File: src/rtl/alu_defs.sv
// alu_defs: ALU control codes, sequencer state encoding and opcode helpers
// shared between the Execute-stage ALU and its multi-cycle sequencer.
package alu_defs;

    localparam int ALU_CTRL_W = 4;

    localparam logic [ALU_CTRL_W-1:0] ALU_AND = 4'b0000;
    localparam logic [ALU_CTRL_W-1:0] ALU_OR  = 4'b0001;
    localparam logic [ALU_CTRL_W-1:0] ALU_ADD = 4'b0010;
    localparam logic [ALU_CTRL_W-1:0] ALU_SUB = 4'b0110;
    localparam logic [ALU_CTRL_W-1:0] ALU_SLT = 4'b0111;
    localparam logic [ALU_CTRL_W-1:0] ALU_SLL = 4'b1000;
    localparam logic [ALU_CTRL_W-1:0] ALU_SRL = 4'b1001;
    localparam logic [ALU_CTRL_W-1:0] ALU_SRA = 4'b1010;

    typedef enum logic [1:0] {
        ST_IDLE = 2'b00,
        ST_EXEC = 2'b01,
        ST_DONE = 2'b10
    } seq_state_e;

    // Shift codes are the only ones iterated; the ALU shifts by exactly one bit.
    function automatic logic is_shift(input logic [ALU_CTRL_W-1:0] code);
        return (code == ALU_SLL) || (code == ALU_SRL) || (code == ALU_SRA);
    endfunction

endpackage

File: src/rtl/alu_sequencer.sv
// alu_sequencer: multi-cycle front end for the 1-bit-shift Execute ALU.
// Optional build macro ALU_SEQ_ZERO_SKIP_EN ends a shift early once the accumulator is zero.
module alu_sequencer
    import alu_defs::*;
#(
    parameter int DATA_WIDTH  = 32,
    parameter int SHAMT_WIDTH = 5,
    parameter int CTRL_WIDTH  = 4
) (
    input  logic                   clock,
    input  logic                   resetN,
    input  logic                   inValid,
    output logic                   inReady,
    input  logic [CTRL_WIDTH-1:0]  inOpCode,
    input  logic [SHAMT_WIDTH-1:0] inShamt,
    input  logic [DATA_WIDTH-1:0]  inOperandA,
    input  logic [DATA_WIDTH-1:0]  inOperandB,
    output logic                   outValid,
    input  logic                   outReady,
    output logic [DATA_WIDTH-1:0]  outResult,
    output logic                   outZero,
    output logic [DATA_WIDTH-1:0]  aluInputOne,
    output logic [DATA_WIDTH-1:0]  aluInputTwo,
    output logic [CTRL_WIDTH-1:0]  aluControl,
    input  logic [DATA_WIDTH-1:0]  aluResult,
    input  logic                   aluZero,
    output logic                   busy
);

    seq_state_e             state_r;
    logic [SHAMT_WIDTH-1:0] count_r;
    logic                   in_ready_r;
    logic                   out_valid_r;
    logic [DATA_WIDTH-1:0]  out_result_r;
    logic                   out_zero_r;
    logic [DATA_WIDTH-1:0]  alu_one_r;
    logic [DATA_WIDTH-1:0]  alu_two_r;
    logic [CTRL_WIDTH-1:0]  alu_ctrl_r;
    logic                   busy_r;

    logic                   accept_s;
    logic                   in_shift_s;
    logic                   exec_last_s;
    logic                   exec_skip_s;
    logic                   exec_end_s;

    // Per-cycle decisions feeding the state register.
    always_comb begin
        accept_s    = inValid && in_ready_r;
        in_shift_s  = is_shift(ALU_CTRL_W'(inOpCode));
        exec_last_s = (count_r == SHAMT_WIDTH'(1'b1));
`ifdef ALU_SEQ_ZERO_SKIP_EN
        // A shift of zero stays zero, so the remaining iterations cannot change the result.
        exec_skip_s = is_shift(ALU_CTRL_W'(alu_ctrl_r)) && (aluResult == {DATA_WIDTH{1'b0}});
`else
        exec_skip_s = 1'b0;
`endif
        exec_end_s  = exec_last_s || exec_skip_s;
    end

    // Sequencer state plus every registered output; the accumulator is the ALU operand register.
    always_ff @(posedge clock or negedge resetN) begin
        if (!resetN) begin
            state_r      <= ST_IDLE;
            count_r      <= {SHAMT_WIDTH{1'b0}};
            in_ready_r   <= 1'b1;
            out_valid_r  <= 1'b0;
            out_result_r <= {DATA_WIDTH{1'b0}};
            out_zero_r   <= 1'b0;
            alu_one_r    <= {DATA_WIDTH{1'b0}};
            alu_two_r    <= {DATA_WIDTH{1'b0}};
            alu_ctrl_r   <= CTRL_WIDTH'(ALU_ADD);
            busy_r       <= 1'b0;
        end else begin
            case (state_r)
                ST_IDLE: begin
                    if (accept_s) begin
                        in_ready_r <= 1'b0;
                        busy_r     <= 1'b1;
                        if (in_shift_s && (inShamt == {SHAMT_WIDTH{1'b0}})) begin
                            state_r      <= ST_DONE;
                            out_valid_r  <= 1'b1;
                            out_result_r <= inOperandA;
                            out_zero_r   <= (inOperandA == {DATA_WIDTH{1'b0}});
                        end else begin
                            state_r    <= ST_EXEC;
                            count_r    <= in_shift_s ? inShamt : SHAMT_WIDTH'(1'b1);
                            alu_one_r  <= inOperandA;
                            alu_two_r  <= in_shift_s ? {DATA_WIDTH{1'b0}} : inOperandB;
                            alu_ctrl_r <= inOpCode;
                        end
                    end
                end
                ST_EXEC: begin
                    if (count_r != {SHAMT_WIDTH{1'b0}}) begin
                        count_r <= count_r - SHAMT_WIDTH'(1'b1);
                    end
                    if (exec_end_s) begin
                        state_r      <= ST_DONE;
                        out_valid_r  <= 1'b1;
                        out_result_r <= aluResult;
                        out_zero_r   <= aluZero || exec_skip_s;
                        alu_one_r    <= {DATA_WIDTH{1'b0}};
                        alu_two_r    <= {DATA_WIDTH{1'b0}};
                        alu_ctrl_r   <= CTRL_WIDTH'(ALU_ADD);
                    end else begin
                        alu_one_r <= aluResult;
                    end
                end
                ST_DONE: begin
                    if (outReady) begin
                        state_r     <= ST_IDLE;
                        out_valid_r <= 1'b0;
                        in_ready_r  <= 1'b1;
                        busy_r      <= 1'b0;
                    end
                end
                default: begin
                    state_r     <= ST_IDLE;
                    count_r     <= {SHAMT_WIDTH{1'b0}};
                    in_ready_r  <= 1'b1;
                    out_valid_r <= 1'b0;
                    alu_one_r   <= {DATA_WIDTH{1'b0}};
                    alu_two_r   <= {DATA_WIDTH{1'b0}};
                    alu_ctrl_r  <= CTRL_WIDTH'(ALU_ADD);
                    busy_r      <= 1'b0;
                end
            endcase
        end
    end

    assign inReady     = in_ready_r;
    assign outValid    = out_valid_r;
    assign outResult   = out_result_r;
    assign outZero     = out_zero_r;
    assign aluInputOne = alu_one_r;
    assign aluInputTwo = alu_two_r;
    assign aluControl  = alu_ctrl_r;
    assign busy        = busy_r;

endmodule
File: config.mk
export PLATFORM = sky130hd
export DESIGN_NAME = alu_sequencer
export DESIGN_NICKNAME = d
export VERILOG_FILES = /design/src/rtl/alu_defs.sv /design/src/rtl/alu_sequencer.sv
export SDC_FILE = /design/constraint.sdc
export NUM_CORES = 1
export LEC_CHECK = 0
export BUFFER_PORTS_ARGS = -buffer_cell sky130_fd_sc_hd__buf_2
export CAP_MARGIN = 40
export CORE_UTILIZATION = 27
export CTS_CLUSTER_DIAMETER = 200
export CTS_CLUSTER_SIZE = 30
export DETAILED_ROUTE_END_ITERATION = 10
export PLACE_DENSITY_LB_ADDON = 0.05
export SLEW_MARGIN = 20
export SYNTH_ARGS = -nofsm -noshare
export SYNTH_HDL_FRONTEND = slang
export SYNTH_SLANG_ARGS = --single-unit
File: constraint.sdc
create_clock -name clock -period 5.02 [get_ports clock]
set_input_delay 0.251 -clock clock [delete_from_list [all_inputs] [get_ports clock]]
set_output_delay 0.251 -clock clock [all_outputs]
set_load 0.02 [all_outputs]
==> Word-level counts from Yosys, hierarchy flattened <==
Index checks and enable logic that the tools add are counted.
{ "word_totals": {"ff_bits": 111, "out_inout_bits": 104, "elab_cells": 82} }
{ "classes": {"addsub": 1, "n_eq_ne": 12, "n_mux": 41, "n_bitwise": 2, "n_reduce_logical": 16} }
{ "ops": {"columns": ["cell", "count"], "rows": [
  ["two-way mux 32 bit", 10],
  ["case mux 32 bit (3 select lines)", 2],
  ["case mux 32 bit (2 select lines)", 1],
  ["logical NOT 32 bit", 1],
  ["two-way mux 5 bit", 4],
  ["AND reduction 4 bit", 4],
  ["case mux 5 bit (3 select lines)", 1],
  ["equality test 4 bit, second input constant", 3],
  ["two-way mux 4 bit", 3],
  ["!= test 2 bit, second input constant", 6],
  ["case mux 4 bit (3 select lines)", 1],
  ["two-way mux 1 bit", 10],
  ["case mux 1 bit (3 select lines)", 3],
  ["AND reduction 3 bit", 3],
  ["two-way mux 2 bit", 4],
  ["case mux 2 bit (3 select lines)", 1],
  ["equality test 5 x 1 -> 1 bit, second input constant", 1],
  ["logical NOT 5 bit", 1],
  ["nonzero test 5 bit", 1],
  ["subtractor 5 x 1 -> 5 bit, second input constant", 1],
  ["equality test 2 x 1 -> 1 bit, second input constant", 1],
  ["equality test 2 bit, second input constant", 1],
  ["logical AND 1 bit", 2],
  ["logical NOT 2 bit", 1],
  ["other kinds (4)", 6]
]} }

==> Logic depth before layout (Yosys ltp) <==
Gate-level depths: netlist of the first run.
{ "depth": {"ltp_word": 7, "ltp_mapped": 8} }

==> Worst setup path after synthesis of the first run <==
No wires, ideal clock.
{ "synth_path": {"path_type": "input -> register", "start": "in inShamt[1]", "end": "reg out_result_r[10] (netlist: outResult[10])", "setup_time_ns": 0.125, "t_arrival_ns": 2.179, "slack_ns": 2.716, "path_stages": 5, "path_buffers": 1, "path_cell_list": "or4_4 > or4_4 > o32ai_4 > buf_6 > mux2_2"} }
{ "synth_via": {"elab_chain_len": 4} }
{ "synth_rtl": {"columns": ["element", "line", "source"], "rows": [
  ["from (decl)", "alu_sequencer.sv:15", "input logic [SHAMT_WIDTH-1:0] inShamt,"],
  ["logical NOT 5 bit", "alu_sequencer.sv:80", "if (in_shift_s && (inShamt == {SHAMT_WIDTH{1'b0}})) begin"],
  ["logical AND 1 bit", "alu_sequencer.sv:80", null],
  ["!= test 2 bit (no source line)", null, null],
  ["AND reduction 4 bit (no source line)", null, null],
  ["to (signal assigned)", "alu_sequencer.sv:68", "out_result_r <= {DATA_WIDTH{1'b0}};"],
  ["to (signal assigned)", "alu_sequencer.sv:83", "out_result_r <= inOperandA;"],
  ["to (signal assigned)", "alu_sequencer.sv:101", "out_result_r <= aluResult;"],
  ["to (decl)", "alu_sequencer.sv:34", "logic [DATA_WIDTH-1:0] out_result_r;"]
]} }
Every way passes these cells.
A chain may end at the register's enable or synchronous reset.

==> Worst setup path after layout of the first run <==
{ "layout_path": {"start": "reg count_r[1]", "end": "reg alu_two_r[6] (netlist: aluInputTwo[6])"} }
{ "layout_via": {"elab_chain_len": 3} }
{ "layout_rtl": {"columns": ["element", "line", "source"], "rows": [
  ["from (decl)", "alu_sequencer.sv:31", "logic [SHAMT_WIDTH-1:0] count_r;"],
  ["from (signal assigned)", "alu_sequencer.sv:65", "count_r <= {SHAMT_WIDTH{1'b0}};"],
  ["from (signal assigned)", "alu_sequencer.sv:87", "count_r <= in_shift_s ? inShamt : SHAMT_WIDTH'(1'b1);"],
  ["from (signal assigned)", "alu_sequencer.sv:96", "count_r <= count_r - SHAMT_WIDTH'(1'b1);"],
  ["equality test 5 x 1 -> 1 bit", "alu_sequencer.sv:51", "exec_last_s = (count_r == SHAMT_WIDTH'(1'b1));"],
  ["!= test 2 bit (no source line)", null, null],
  ["AND reduction 4 bit (no source line)", null, null],
  ["to (signal assigned)", "alu_sequencer.sv:71", "alu_two_r <= {DATA_WIDTH{1'b0}};"],
  ["to (signal assigned)", "alu_sequencer.sv:89", "alu_two_r <= in_shift_s ? {DATA_WIDTH{1'b0}} : inOperandB;"],
  ["to (signal assigned)", "alu_sequencer.sv:104", "alu_two_r <= {DATA_WIDTH{1'b0}};"],
  ["to (decl)", "alu_sequencer.sv:37", "logic [DATA_WIDTH-1:0] alu_two_r;"]
]} }
Every way passes these cells.

==> results of run 1 <==
-- cells by family (layout without fill, tap and decap cells) --
kind of cell | Yosys count | count (layout) | share of synthesized area (%)
AOI/OAI and AO/OA | 62 | 62 | 7.42
xor gates and xnor gates | 1 | 1 | 0.155
adders and majority gates | 3 | 3 | 0.663
buffers and inverters | 77 | 283 | 5.79
DFF | 111 | 111 | 49.1
muxes | 135 | 135 | 26.0
other | 0 | 1 | 0
and+or+nand+nor | 132 | 132 | 10.8
-- final cells by class --
type / instances / area (um2)
well taps: 270 / 338
flip-flops and latches: 111 / 2780
repair buffers: 224 / 1230
clock buffers: 11 / 233
fillers: 2143 / 13000
diodes: 1 / 2.50
multi-input cells: 333 / 2570
clock inverters: 5 / 82.6
inverters: 43 / 161
-- through the flow --
step | setup slack, ps | cells | util [%] | instance area [um2] | hold slack, ps
floorplan | 2720 | 521 | - | 5660 | -44.6
global placement | 1750 | 976 | 34.1 | 6960 | 463
detailed placement | 1650 | 979 | 34.4 | 7040 | 238
CTS | 1620 | 996 | 36.0 | 7360 | 116
global route | 1550 | 997 | 36.2 | 7390 | 128
finish | 1730 | 998 | 36.2 | 7390 | 129
-- flip-flops by register name, summed over array words and instances (netlist names) --
| name | count |
|---|---|
| aluInputOne | 32 |
| outZero | 1 |
| inReady | 1 |
| busy | 1 |
| count_r | 5 |
| state_r | 2 |
| outResult | 32 |
| aluControl | 4 |
| aluInputTwo | 32 |
| outValid | 1 |
-- routing by layer --
metal / track usage, % / part of all wire [%] / vias to the layer above
li1: - / - / 2211
met1: 21.4 / 44 / 2270
met2: 27.3 / 49 / 151
met3: 3.73 / 6.2 / 21
met4: 5.68 / 1.7 / 0
met5: 0 / 0 / -
-- cells in the mapped netlist, drive strengths merged, types with 2 or more instances --
library cell / number / area share, %
nand3: 31 / 2.7
nor2: 6 / 0.40
o41ai: 3 / 0.46
mux2: 99 / 20
a31oi: 2 / 0.22
mux2i: 36 / 6.4
nand2b: 2 / 0.22
a22oi: 2 / 0.26
or4: 4 / 0.66
or3: 2 / 0.22
a2bb2oi: 2 / 0.31
nor4: 7 / 0.77
ha: 3 / 0.66
a21oi: 34 / 3.2
buf: 14 / 1.6
inv: 42 / 2.8
clkbuf: 20 / 1.3
o21ai: 4 / 0.35
dfrtp: 109 / 48
o211ai: 2 / 0.26
nand2: 71 / 4.7
dfstp: 2 / 0.93
a32o: 3 / 0.53
-- how the worst max path moves through the flow --
stage,end,start,cells past startpoint
final,aluInputTwo[6],count_r[1],7
after global routing,aluInputTwo[29],count_r[1],7
after CTS,aluInputTwo[6],count_r[1],6
after detailed placement,aluInputTwo[29],count_r[1],6
after global placement,aluInputTwo[9],count_r[1],6
after floorplan,outResult[10],inShamt[1],5
-- tightest hold or removal path: cells and delay by family --
| family | cells | cell delay (ps) |
|---|---|---|
| muxes | 1 | 60 |
| and+or+nand+nor | 1 | 40 |
| buffers and inverters | 1 | 90 |
-- power by group --
| part | total [mW] | internal, mW | leakage, nW | switching [mW] |
|---|---|---|---|---|
| clock network | 0.778 | 0.439 | 0.142 | 0.339 |
| registers | 1.60 | 1.32 | 1.36 | 0.279 |
| logic | 2.81 | 1.21 | 2.05 | 1.60 |
| total | 5.18 | 2.97 | 3.56 | 2.22 |
==> flow_summary.yaml, run 1 <==
run_status:
  outcome: "finished, final reports clean"
logic_synthesis:
  ys.warnings.count: 0
  synth.ff_latch_count: 111
  synthesis.area_per_instance_um2: 10.9
  netlist_area_um2: 5660
  dominantRegCellSynth: "dfrtp_1"
  synth_async_sr_flop_share_pct: 100
  synth_fp_nets: 634
  syn-instance-count: 521
  synth-edff-count: 0
  synth_sequential_area_ratio_pct: 49.1
  synth_cell_types: 49
place:
  portBuffers: 213
  place.gp.congestion: 0.791
  hpwl_um: 13100
clock_network:
  tritoncts: "built"
  max-clock-path-buffers: 2
  post_cts_resized: 0
  htree_levels: 3
  cts.reportedPaths.clkPinSlew_ps: 80
  cts.root.buffer_cell: "clkbuf_16"
  clkSinkCount: 111
  cts_hold_repair.buffers: 1
  tritoncts.num_buffers: 9
  post_cts_buffers: 0
  worstSkewPairLatency_ps: 350
sta:
  grt_setup_unrepaired: "false"
  tightest_slew_ps: 808
  max_freq_mhz: 304
  layout_min_cycle_time_ps: 3290
  setup-tns-final_ps: 0
  timing.final.setup_violations: 0
  final.period_utilization_pct: 65.6
  worst_clock_skew_ps: 11.3
  maxSlewHeadroom_pct: 46.1
  hold_viol: 0
  drv_slew: 0
global_routing:
  antenna_found_initial: 1
  grt_overflow: 0
  largest_net_degree_at_the_start_of_global_routing: 43
  grt_util_all_layers_pct: 16.6
  wire_length_of_the_first_global_routing_pass_um: 27300
  via_count_of_the_first_global_routing_pass: 4818
final_layout:
  mostFrequentLayoutCells: "buf_2 (212), dfrtp_1 (107), mux2_2 (99)"
  post_route_cells_drive_above_1_share_pct: 48.0
  layout.cells.most_common: "buf_2"
  layout.nets: 835
  syn_to_final_growth_pct: 30.5
detailed_routing:
  post_drt_wl_per_cell_um: 17.9
  wl_um: 17900
  initialDrtViolationCount: 188
  drt_first_pass_iters: 6
  post-route-drc-count: 0
  routed-via-count: 4653
  via_per_inst: 4.66
  route.antenna.remaining_nets: 0
worst_setup_path:
  start_kind: "flip-flop"
  cp_top_family: "buffers and inverters"
  regToRegStartpoint: "count_r[1]"
  critical_path.slowest_cell: "or4b_2"
  setup.worst_path.class: "reg -> reg"
  cp_capture_type: "flip-flop"
  critPathArrivalTime_ps: 3560
  reg_to_reg_endpoint: "aluInputTwo[6]"
  cp_num_buf_inv: 3
  cp_data_required_time_ps: 5290
  worst-r2r-cell-count: 7
  worst_path_cell_trace: "inv_1 -> ha_1 -> or4b_2 -> buf_16 -> a22oi_2 -> buf_4 -> mux2i_1"
  maximum_fanout_along_the_worst_path: 26
  rrSetupSlack_ps: 1730
  worst_path_largest_cell_delay_ps: 840
floorplan:
  fp.dieH_um: 147
  fp.coreArea_um2: 20400
  initial_core_util_pct: 27.7
  die_w_um: 147
  placementRows: 52
  design.die.area_um2: 21600
  design.portCount: 214
power:
  static-leakage-power_nw: 3.56
  vdd_ir_drop_max_mv: 0.218
  power.density_cell_area_nw_per_um2: 701
  final_power_mw: 5.18
worst_hold_path:
  hold-path-cell-count: 3
  min-delay-start: "inOperandB[27]"
  min_path_type: "in -> reg"
  hold_path_end: "aluInputTwo[27]"
run:
  max_cap_violations: 0
Note: power is estimated with default switching activity, not from simulation.
==> run 2, diff against run 1 <==
--- a/config.mk
+++ b/config.mk
@@ -5,6 +5,7 @@
 export SDC_FILE = /design/constraint.sdc
 export NUM_CORES = 1
 export LEC_CHECK = 0
+export ABC_AREA = 1
 export BUFFER_PORTS_ARGS = -buffer_cell sky130_fd_sc_hd__buf_2
 export CAP_MARGIN = 40
 export CORE_UTILIZATION = 27
==> constraint.sdc (replaced) <==
create_clock -name clock -period 3.4 [get_ports clock]
set_input_delay 0.17 -clock clock [delete_from_list [all_inputs] [get_ports clock]]
set_output_delay 0.17 -clock clock [all_outputs]
set_load 0.02 [all_outputs]
==> flow_summary.yaml, run 2 <==
run_status:
  outcome: "finished, final reports clean"
sta:
  timing.final.setup_violations: 0
  final.period_utilization_pct: 65.8
  grt_setup_unrepaired: "false"
  layout_min_cycle_time_ps: 2240
  setup-tns-final_ps: 0
  fin_hold_ws_ps: 98.8
  drv_slew: 0
  maxSlewHeadroom_pct: 48.2
  tightest_slew_ps: 774
  hold_viol: 0
  max_freq_mhz: 447
  worst_clock_skew_ps: 7.06
logic_synthesis:
  dominantRegCellSynth: "dfrtp_1"
  ys.warnings.count: 0
  synth_sequential_area_ratio_pct: 48.0
  synth.ff_latch_count: 111
  syn-instance-count: 813
  synth_top_cells_by_count: "nand2_1 (347), dfrtp_1 (109), nand3_1 (108)"
  post_synth_main_area_contributors: "dfrtp_1 (47%), nand2_1 (22%), nand3_1 (9.3%)"
  yosys.cell_count.top_type: "nand2_1"
  synth_fp_nets: 926
  synth-edff-count: 0
  yosys.area.top_type: "dfrtp_1"
  synth_async_sr_flop_share_pct: 100
  synth_cell_types: 23
  netlist_area_um2: 5800
  synth_top_area_share_pct: 47.1
  synthesis.area_per_instance_um2: 7.13
worst_setup_path:
  cp_num_buf_inv: 1
  cp_top_family: "simple AND/OR/NAND/NOR gates"
  worst_path_cell_trace: "inv_1 -> ha_1 -> nand3_2 -> a21oi_4 -> nand2_4 -> nand2_1 -> nand2_1"
  setup.worst_path.class: "reg -> reg"
  worst_path_largest_cell_delay_ps: 570
  cp_capture_type: "flip-flop"
  critical_path.slowest_cell: "a21oi_4"
  rrSetupSlack_ps: 1160
  critPathArrivalTime_ps: 2470
  start_kind: "flip-flop"
  cp_data_required_time_ps: 3640
  maximum_fanout_along_the_worst_path: 34
  cpMostUsedCell: "nand2_1"
global_routing:
  largest_net_degree_at_the_start_of_global_routing: 57
  global_route_met3_utilization_pct: 4.02
  via_count_of_the_first_global_routing_pass: 5421
  wire_length_of_the_first_global_routing_pass_um: 31000
  antenna_found_initial: 2
  grt.met1_usage_pct: 27.1
  grt_busiest_layer: "met1"
  use_met2_pct: 26.5
  grt_util_all_layers_pct: 18.3
  grt_overflow: 0
final_layout:
  mostFrequentLayoutCells: "nand2_1 (346), buf_2 (212), dfrtp_1 (109)"
  layout.nets: 1113
  final.fill_count: 2351
  syn_to_final_growth_pct: 27.2
  layout.cells.most_common: "nand2_1"
  utilization_pct: 35.1
  post_route_cells_drive_above_1_share_pct: 25.3
power:
  vdd_ir_drop_max_mv: 0.184
  final_power_mw: 2.62
  power.density_cell_area_nw_per_um2: 355
  static-leakage-power_nw: 4.35
clock_network:
  tritoncts: "built"
  tritoncts.num_buffers: 9
  post_cts_buffers: 0
  htree_levels: 3
  cts.reportedPaths.clkPinSlew_ps: 80
  cts.root.buffer_cell: "clkbuf_16"
  max-clock-path-buffers: 2
  worstSkewPairLatency_ps: 350
  clkSinkCount: 111
detailed_routing:
  post-route-drc-count: 0
  post_drt_wl_per_cell_um: 15.5
  wl_um: 19900
  drt_first_pass_iters: 5
  routed-via-count: 5767
  initialDrtViolationCount: 318
  via_per_inst: 4.50
  route.antenna.remaining_nets: 0
floorplan:
  initial_core_util_pct: 27.6
  fp.dieH_um: 149
  die_w_um: 149
  placementRows: 53
  design.die.area_um2: 22100
  design.portCount: 214
  fp.coreArea_um2: 21000
run:
  max_cap_violations: 0
place:
  hpwl_um: 14000
  portBuffers: 213
  place.gp.congestion: 0.760
worst_hold_path:
  min_path_type: "in -> reg"
-- run 2: report_power, final --
| part | internal (mW) | switching, mW | total [mW] |
|---|---|---|---|
| clock | 0.505 | 0.527 | 1.03 |
| combinational | 0.0963 | 0.143 | 0.239 |
| sequential | 1.34 | 0.0113 | 1.35 |
| total | 1.94 | 0.681 | 2.62 |
-- run 2: cells by family after synthesis --
| logic type | after synthesis | synth area share (%) |
|---|---|---|
| buffers and inverters | 95 | 7.45 |
| adder cells (fa/ha/maj) | 3 | 0.648 |
| AND/OR/NAND/NOR | 527 | 37.0 |
| flip-flops | 111 | 48.0 |
| AO/OA/AOI/OAI | 77 | 6.89 |
-- run 2: metrics by stage --
step / setup slack [ps] / area, um2 / cells
after floorplan: 1890 / 5800 / 813
after global placement: 1110 / 7060 / 1262
after detailed placement: 1130 / 7080 / 1263
after CTS: 1100 / 7370 / 1280
after global routing: 866 / 7370 / 1282
final: 1160 / 7370 / 1282
-- run 2: cell type report --
type | instances | area [um2] | share of cell area (%)
Clock buffer | 10 | 229 | 3.11
Clock inverter | 6 | 43.8 | 0.594
Inverter | 44 | 165 | 2.24
Tap cell | 275 | 344 | 4.67
Sequential cell | 111 | 2780 | 37.7
Antenna cell | 2 | 5.00 | 0.0679
Timing Repair Buffer | 227 | 1200 | 16.3
Multi-Input combinational cell | 607 | 2600 | 35.3
-- run 2: what timing repair did --
item | in CTS | in global routing
resized for setup | 0 | 0
hold buffers | 1 | 0
hold endpoints to repair | 30 | 0
-- run 2: path summary, 6_finish.rpt --
kind,from,endpoint,depth (start not counted)
min in group asynchronous,resetN,aluInputOne[9],2
hold / removal,outReady,state_r[1],3
setup / recovery,count_r[1],outResult[5],7
max in group asynchronous,resetN,inReady,3
setup reg to reg,count_r[1],outResult[5],7
hold reg to reg,aluControl[1],aluControl[1],2
-- run 2: tightest hold or removal path, delay by kind of cell --
| family | cells | cell delay (ps) |
|---|---|---|
| simple gates | 2 | 170 |
| buf+inv | 1 | 80 |
-- run 2: per-layer routing --
layer / vias up / wire length [um]
met3: 8 / 1170
met5: - / 0
met2: 147 / 8710
met4: 0 / 173
li1: 2926 / -
met1: 2686 / 9800
==> run 3, diff against run 2 <==
==> constraint.sdc (replaced) <==
create_clock -name clock -period 2.1 [get_ports clock]
set_input_delay 0.105 -clock clock [delete_from_list [all_inputs] [get_ports clock]]
set_output_delay 0.105 -clock clock [all_outputs]
set_load 0.02 [all_outputs]
==> flow_summary.yaml, run 3 (synthesis gave the netlist of run 2 again) <==
run_status:
  outcome: "finished, final reports clean"
clock_network:
  max-clock-path-buffers: 2
  cts_hold_repair.buffers: 1
  cts.root.buffer_cell: "clkbuf_16"
  htree_levels: 3
  post_cts_resized: 0
  post_cts_buffers: 0
  worstSkewPairLatency_ps: 360
  tritoncts: "built"
  tritoncts.num_buffers: 9
  cts.reportedPaths.clkPinSlew_ps: 70
  clkSinkCount: 111
detailed_routing:
  route.antenna.remaining_nets: 0
  via_per_inst: 4.49
  routed-via-count: 5774
  post-route-drc-count: 0
  post_drt_wl_per_cell_um: 15.5
  initialDrtViolationCount: 328
  wl_um: 19900
  drt_first_pass_iters: 5
sta:
  final.period_utilization_pct: 78.1
  timing.final.setup_violations: 0
  grt_setup_unrepaired: "false"
  layout_min_cycle_time_ps: 1640
  setup-tns-final_ps: 0
  hold_viol: 0
  maxSlewHeadroom_pct: 62.7
  worst_clock_skew_ps: 4.57
  tightest_slew_ps: 560
  max_freq_mhz: 609
  drv_slew: 0
floorplan:
  fp.coreArea_um2: 21000
  fp.dieH_um: 149
  initial_core_util_pct: 27.6
  die_w_um: 149
  design.die.area_um2: 22100
  placementRows: 53
  design.portCount: 214
final_layout:
  layout.nets: 1119
  layout.cells.most_common: "nand2_1"
  post_route_cells_drive_above_1_share_pct: 25.7
  layout.cell_area.non_filler_um2: 7540
  mostFrequentLayoutCells: "nand2_1 (346), buf_2 (212), dfrtp_1 (109)"
  syn_to_final_growth_pct: 30.1
run:
  max_cap_violations: 0
global_routing:
  wire_length_of_the_first_global_routing_pass_um: 31700
  antenna_found_initial: 1
  via_count_of_the_first_global_routing_pass: 5663
  largest_net_degree_at_the_start_of_global_routing: 63
  grt_util_all_layers_pct: 18.7
  grt_overflow: 0
power:
  vdd_ir_drop_max_mv: 0.406
  static-leakage-power_nw: 4.44
  power.density_cell_area_nw_per_um2: 607
worst_hold_path:
  min_path_type: "in -> reg"
  hold-path-cell-count: 3
worst_setup_path:
  worst-r2r-cell-count: 7
  critPathArrivalTime_ps: 1890
  maximum_fanout_along_the_worst_path: 34
  cp_data_required_time_ps: 2350
  setup.worst_path.class: "reg -> reg"
  cp_capture_type: "flip-flop"
  start_kind: "flip-flop"
place:
  hpwl_um: 14000
  place.gp.congestion: 0.767
  postPlaceCellArea_um2: 7190
  portBuffers: 213
-- run 3: worst max-delay path: stages (launching register included) --
cell and delay [ps]:
dfrtp_1 400, inv_1 110, ha_1 160, nand3_2 130, a21oi_4 220, nand2_4 290
nand2_1 150, nand2_1 50
-- run 3: stage by stage --
step	util, %	hold slack (ps)	setup slack (ps)	instances	power (mW)
floorplan	-	-191	595	813	2.38
global placement	34.2	147	420	1269	2.63
detailed placement	34.2	140	448	1269	2.62
CTS	35.9	19.5	431	1286	4.65
global route	35.9	34.8	279	1286	4.77
finish	35.9	31.1	459	1287	4.58
-- run 3: metal layers --
metal / global-route usage [%] / vias to the layer above / part of all wire (%)
li1: - / 2940 / -
met1: 25.7 / 2678 / 47
met2: 29.4 / 145 / 46
met3: 3.93 / 11 / 5.4
met4: 5.10 / 0 / 1.0
met5: 0 / - / 0
-- run 3: worst paths after layout --
path / startpoint / endpoint / slack (ps)
worst min-delay path: outReady / state_r[1] / 30
min in group asynchronous: resetN / aluInputOne[13] / 290
max in group asynchronous: resetN / aluControl[1] / 1130
worst min register to register: outResult[24] / outResult[24] / 470
worst max-delay path: count_r[1] / outResult[3] / 460
worst max register to register: count_r[1] / outResult[3] / 460
-- run 3: layout make-up --
class                      instances  area (um2)
fill                            2296       13500
sequential                       111        2780
multi-input combinational        607        2600
timing repair buffer             233        1310
tap                              275         344
clock buffer                      10         229
inverter                          44         165
clock inverter                     6         109
antenna                            1        2.50
-- run 3: report_power, final --
group | internal [mW] | switching [mW] | leakage (nW) | total [mW]
combinational | 0.156 | 0.234 | 2.80 | 0.390
sequential | 2.17 | 0.0177 | 1.46 | 2.18
clock | 1.17 | 0.835 | 0.166 | 2.00
total | 3.49 | 1.09 | 4.44 | 4.58
